[src/rtl/inst_encoder.sv]
// inst_encoder: packs decoded OrgaSmall fields into a high/low word pair and
// writes both words to program memory at an auto-incrementing write pointer.
`ifndef WORD_SIZE
`define WORD_SIZE 8
`endif
`ifndef OPCODE_BITS
`define OPCODE_BITS 5
`endif
`ifndef REGISTER_BITS
`define REGISTER_BITS 3
`endif
`ifndef IMM_BITS
`define IMM_BITS `WORD_SIZE
`endif

module inst_encoder #(
  parameter int ADDR_BITS = 8
) (
  input  logic                      clk,
  input  logic                      rst,
  input  logic                      in_valid,
  output logic                      in_ready,
  input  logic [`OPCODE_BITS-1:0]   opcode,
  input  logic [`REGISTER_BITS-1:0] rx,
  input  logic [`REGISTER_BITS-1:0] ry,
  input  logic [`IMM_BITS-1:0]      imm,
  input  logic                      use_imm,
  input  logic                      base_load,
  input  logic [ADDR_BITS-1:0]      base_addr,
  input  logic                      mem_ready,
  output logic                      mem_we,
  output logic [ADDR_BITS-1:0]      mem_addr,
  output logic [`WORD_SIZE-1:0]     mem_data,
  output logic [ADDR_BITS-1:0]      wr_ptr,
  output logic [15:0]               inst_count
);
  localparam int WORD_W = `WORD_SIZE;
  localparam int OPC_W  = `OPCODE_BITS;
  localparam int REG_W  = `REGISTER_BITS;

  typedef enum logic [1:0] {IDLE, WR_HI, WR_LO} state_t;

  state_t               state_q, state_d;
  logic [ADDR_BITS-1:0] wr_ptr_q, wr_ptr_d;
  logic [15:0]          inst_count_q, inst_count_d;
  logic [WORD_W-1:0]    hi_q, hi_d, lo_q, lo_d;

  // Inverse of the decoder: opcode at the top, rx at the bottom, zeros between.
  function automatic logic [WORD_W-1:0] encode_hi(input logic [OPC_W-1:0] op,
                                                  input logic [REG_W-1:0] ra);
    encode_hi = (WORD_W'(op) << (WORD_W - OPC_W)) | WORD_W'(ra);
  endfunction

  function automatic logic [WORD_W-1:0] encode_lo(input logic [REG_W-1:0]  rb,
                                                  input logic [WORD_W-1:0] im,
                                                  input logic              sel_imm);
    encode_lo = sel_imm ? im : (WORD_W'(rb) << (WORD_W - REG_W));
  endfunction

  always_comb begin
    state_d      = state_q;
    wr_ptr_d     = wr_ptr_q;
    inst_count_d = inst_count_q;
    hi_d         = hi_q;
    lo_d         = lo_q;
    unique case (state_q)
      IDLE: begin
        if (base_load) wr_ptr_d = base_addr;
        if (in_valid) begin
          hi_d    = encode_hi(opcode, rx);
          lo_d    = encode_lo(ry, imm, use_imm);
          state_d = WR_HI;
        end
      end
      WR_HI: if (mem_ready) state_d = WR_LO;
      WR_LO: if (mem_ready) begin
        wr_ptr_d     = wr_ptr_q + ADDR_BITS'(2);
        inst_count_d = inst_count_q + 16'd1;
        state_d      = IDLE;
      end
      default: state_d = IDLE;
    endcase
  end

  always_ff @(posedge clk) begin
    if (rst) begin
      state_q      <= IDLE;
      wr_ptr_q     <= '0;
      inst_count_q <= '0;
      hi_q         <= '0;
      lo_q         <= '0;
    end else begin
      state_q      <= state_d;
      wr_ptr_q     <= wr_ptr_d;
      inst_count_q <= inst_count_d;
      hi_q         <= hi_d;
      lo_q         <= lo_d;
    end
  end

  // Memory-side outputs depend on registered state only.
  always_comb begin
    in_ready = (state_q == IDLE);
    mem_we   = (state_q != IDLE);
    mem_addr = (state_q == WR_LO) ? wr_ptr_q + ADDR_BITS'(1) : wr_ptr_q;
    mem_data = '0;
    if (state_q == WR_HI) mem_data = hi_q;
    if (state_q == WR_LO) mem_data = lo_q;
  end

  assign wr_ptr     = wr_ptr_q;
  assign inst_count = inst_count_q;

endmodule

[config.mk]
export PLATFORM = sky130hd
export DESIGN_NAME = inst_encoder
export DESIGN_NICKNAME = d
export VERILOG_FILES = /design/src/rtl/inst_encoder.sv
export SDC_FILE = /design/constraint.sdc
export NUM_CORES = 1
export LEC_CHECK = 0
export BUFFER_PORTS_ARGS = -buffer_cell sky130_fd_sc_hd__buf_2
export CAP_MARGIN = 5
export CELL_PAD_IN_SITES_DETAIL_PLACEMENT = 2
export CELL_PAD_IN_SITES_GLOBAL_PLACEMENT = 2
export CORE_MARGIN = 2
export CORE_UTILIZATION = 30
export CTS_BUF_LIST = sky130_fd_sc_hd__clkbuf_8
export CTS_CLUSTER_SIZE = 28
export DETAILED_ROUTE_END_ITERATION = 8
export HOLD_SLACK_MARGIN = 0.1
export PLACE_DENSITY = 0.9
export SLEW_MARGIN = 20
export SYNTH_ARGS = -nofsm -noshare
export SYNTH_HDL_FRONTEND = slang
export SYNTH_SLANG_ARGS = --single-unit
[constraint.sdc]
create_clock -name clk -period 3.48 [get_ports clk]
set_input_delay 0.522 -clock clk [delete_from_list [all_inputs] [get_ports clk]]
set_output_delay 0.522 -clock clk [all_outputs]
set_load 0.05 [all_outputs]
# ---- Yosys cells after proc, flatten, opt, wreduce, memory -nomap -nowiden
# Cells that the tools add are included.
dict set report classes {
  addsub 3
  multipliers 0
  div_mod_pow 0
  order_cmp 0
  eq_ne 6
  shift 0
  muxes 11
  bitwise 1
  reduce_logical 7
}
# operator count
set ops {}
lappend ops {{8-bit 2-to-1 mux} 6}
lappend ops {{16-bit by 1-bit adder with 16-bit output, second input constant} 1}
lappend ops {{8-bit case mux with 2 select lines} 1}
lappend ops {{8-bit by 1-bit adder with 8-bit output, second input constant} 1}
lappend ops {{8-bit by 2-bit adder with 8-bit output, second input constant} 1}
lappend ops {{8-bit by 3-bit OR with 8-bit output} 1}
lappend ops {{2-bit 2-to-1 mux} 3}
lappend ops {{2-bit != test, second input constant} 3}
lappend ops {{2-bit case mux with 3 select lines} 1}
lappend ops {{3-bit AND reduction} 2}
lappend ops {{2-bit AND reduction} 2}
lappend ops {{2-bit nonzero test} 2}
lappend ops {{2-bit by 1-bit equality test with 1-bit output, second input constant} 1}
lappend ops {{2-bit equality test, second input constant} 1}
lappend ops {{2-bit zero test} 1}
lappend ops {{2-bit by 1-bit != test with 1-bit output, second input constant} 1}
dict set report totals {
  register_bits 42
  latch_bits 0
  ram_bits 0
  mem_bits_ro 0
  in_bits 33
  out_inout_bits 42
  memories 0
}

# ---- Logic depth before layout (Yosys ltp)
dict set report depth {
  depth_word 3
  mapped_depth 7
  depth_no_buf 5
}

# ---- Least setup slack after synthesis
# Ideal clock, no wire load.
dict set report synth_timing {
  path_type {reg-to-output}
  start {register wr_ptr_q[2] (netlist: wr_ptr[2])}
  end {output mem_addr[7]}
  arrival_ns 2.304
  setup_slack_ns 0.654
  path_stages_with_launch 6
  n_path_buf 0
  cell_sequence {dfxtp_1 > ha_1 > nand3_1 > nor2_1 > nand4_1 > xnor2_1}
}
dict set report synth_via {
  elab_chain_len 2
}
# item line
set synth_lines {}
lappend synth_lines {{start: declaration} 44} ;# logic [ADDR_BITS-1:0] wr_ptr_q, wr_ptr_d;
lappend synth_lines {{start signal: assignment} 94} ;# wr_ptr_q <= wr_ptr_d;
lappend synth_lines {{8-bit by 1-bit adder with 8-bit output} 105} ;# mem_addr = (state_q == WR_LO) ? wr_ptr_q + ADDR_BITS'(1) : wr_ptr_q;
lappend synth_lines {{8-bit 2-to-1 mux} 105}
lappend synth_lines {{end: declaration} 32} ;# output logic [ADDR_BITS-1:0] mem_addr,
# Every way passes these cells.

# ---- Worst setup path after layout
dict set report layout_timing {
  start {register state_q[1]}
  end {output mem_addr[6]}
}
dict set report layout_via {
  elab_chain_len 2
}
# item line
set layout_lines {}
lappend layout_lines {{start: declaration} 43} ;# state_t state_q, state_d;
lappend layout_lines {{start signal: assignment} 93} ;# state_q <= state_d;
lappend layout_lines {{2-bit equality test} 105}
lappend layout_lines {{8-bit 2-to-1 mux} 105}
# Every way passes these cells.

==> out/qor.txt <==
Status - finished, final reports clean
Post-route DRC - 0
First-pass GRT wire length - 10,700 um
Initial antenna violation count - 0
Synth area leader - dfxtp_1
Minimum clock period - 2.68 ns
Fill cells - 810
Relative slew slack - 0.461
Arrival @ worst endpoint - 2.16 ns
Hold_sp - hi_q[4]
ANT cells - 0
Setup violators final - 0
IO Pins - 75
TritonCTS Buffers - 5
Core box area - 0.00676 mm^2
Area of the multi-input gates - 0.00115 mm^2
Critical path data required time - 2.96 ns
Largest cells by area after synthesis - dfxtp_1 (40%), nand2_1 (7.4%), a21oi_1 (6.5%), xnor2_1 (4.6%), nor2_1 (3.8%)
Syn avg cell area - 8.01 um^2
Routed Antenna Nets - 0
Yosys warnings - 0
Hpwl dp - 4910 um
Input/output buffers - 74
Die area - 0.00763 mm^2
Drt pass-1 iters - 4
Crit Path Category - flop to output port
Fmax - 373 MHz
Max cap viols - 0
Sequential area share after synthesis - 0.404
Synth Flop Type - dfxtp_1
PwrDens - 408 mW/mm^2
Setup Fix Bufs, Post-CTS - 0
Reg area - 841 um^2
Syn-to-layout area delta - 23.2%
Initial Util - 0.308
Ys async rst share - 0
Hold bufs inserted after CTS - 0
RR Endpoint - inst_count[15]
HP Class - flop to flop
Distinct cells, synth - 40
Std cell rows - 30
Register-to-Register Path Depth - 4
GRT Total Usage - 0.178
Share of layout cells above drive strength 1 - 0.262
Post-CTS sizing - 0
Net Count, Synth - 296
Crit start category - flop
Setup TNS - 0 ns
CTS H-tree depth - 2
Die height - 87.3 um
Vias in the first global route - 2,217
Clock Latency Late Sink - 0.29 ns
Die width - 87.3 um
Synth Cell Area - 0.00208 mm^2
Root buf cell - clkbuf_8
Final non-filler cell area - 0.00257 mm^2
Clock-pin transition on the worst setup and hold timing paths - 0.09 ns
R2R setup slack - 1.58 ns
CTS tree - built
Congestion Overflow GR - 0
Worst setup EP type - output port
Pin count of the biggest net entering global routing - 43
Clock sink count - 42
Worst Hold Endpoint - hi_q[4]
Pins Over Slew Limit - 0
Synth top area share - 0.404
Crit share post-route - 0.770
Most frequent cells after synthesis - dfxtp_1 (42), nand2_1 (41), a21oi_1 (27)
Syn Inst Count - 260
Actual slew at the worst max-slew pin - 0.808 ns
Pleak - 1.12 nW
Critical R2R Launch - inst_count[2]
Final nets - 360
Most frequent cell after synthesis - dfxtp_1
Placed cell areas - 0.00248 mm^2
Worst Skew - 0.00682 ns
Routed WL - 6460 um
Worst Path Max Fanout - 15
Clock buffer depth - 2
Routability Congestion - 0.752
WHS Path Cells - 2
Synthesis-stage register bit count - 42
Iter 0 DRT Violations - 58
Unrepaired setup endpoints after global routing - false
CP Launch Point - state_q[1]
EDFF count, synth - 0
Hold Vio Cnt, Final - 0
Wirelength per Cell - 15.9 um
Maximum VDD drop - 0.143 mV
Via count - 2,078
Via/cell ratio - 5.13
state kept, by name, summed over array words and instances, names as in the netlist:
name        cells
hi_q            8
state_q         2
inst_count     16
wr_ptr          8
lo_q            8
metrics by stage:
stage,worst slack [ns],hold slack (ns),util,instances,power (mW)
floorplan,0.654,0.432,-,260,0.683
CTS,0.764,0.455,0.380,405,1.07
global placement,1.23,0.442,0.367,397,0.737
global route,0.622,0.465,0.380,405,1.10
finish,0.799,0.462,0.380,405,1.05
detailed placement,1.10,0.457,0.367,397,0.746
cell families (layout without fill, tap and decap cells):
family / count (synthesis) / count (layout) / synth area share
buf+inv: 22 / 87 / 0.0456
xor+xnor: 17 / 17 / 0.0715
fa+ha+maj: 3 / 3 / 0.0180
simple gates: 116 / 116 / 0.277
flops: 42 / 42 / 0.404
mux: 5 / 5 / 0.0240
compound gates: 55 / 55 / 0.160
how the worst max path moves through the flow:
stage               slack [ns]           to  cells after the start
global route              0.62  mem_addr[6]                      5
detailed placement        1.10  mem_addr[6]                      5
global placement          1.23  mem_addr[6]                      5
CTS                       0.76  mem_addr[6]                      5
floorplan                 0.65  mem_addr[7]                      5
finish                    0.80  mem_addr[6]                      5
placed cells by master, fill, tap and decap left out, types with 2 or more instances in the layout:
cell	n
buf_2	74
dfxtp_1	42
nand2_1	41
a21oi_1	27
nor2_1	21
nand3_1	15
xnor2_1	11
o21ai_0	11
a22o_1	8
nand4_1	6
xor2_1	6
nor3_1	6
inv_1	5
mux2i_1	5
clkbuf_8	5
and2_1	4
or3_1	4
and3_1	3
a211oi_1	3
ha_1	3
nand2b_1	2
nor4_1	2
a311oi_1	2
and4_1	2
worst max-delay path, cell delays in order, from the launching register on:
cell	delay (ns)
dfxtp_1	0.54
and2b_1	0.52
nand4_1	0.24
nor2_1	0.17
xnor2_1	0.12
buf_2	0.27
report_power, final:
part	leakage, nW	internal [mW]	switching, mW	total, mW
logic	0.731	0.0604	0.146	0.207
registers	0.343	0.501	0.0236	0.525
clock network	0.0493	0.139	0.177	0.316
total	1.12	0.701	0.347	1.05
per-layer routing:
metal,vias to the layer above,part of all wire,track usage
met5,-,0,0
met4,0,0.0048,0.0392
met3,2,0.039,0.0341
met2,51,0.51,0.318
met1,997,0.44,0.220
li1,1028,-,-
layout make-up:
type / count / share of cell area
clock buffers: 5 / 0.0268
clock inverters: 3 / 0.00682
inverters: 4 / 0.00585
multi-input cells: 196 / 0.447
flip-flops and latches: 42 / 0.327
well taps: 80 / 0.0390
repair buffers: 75 / 0.147
No activity file was read; power rests on OpenSTA's default activity.
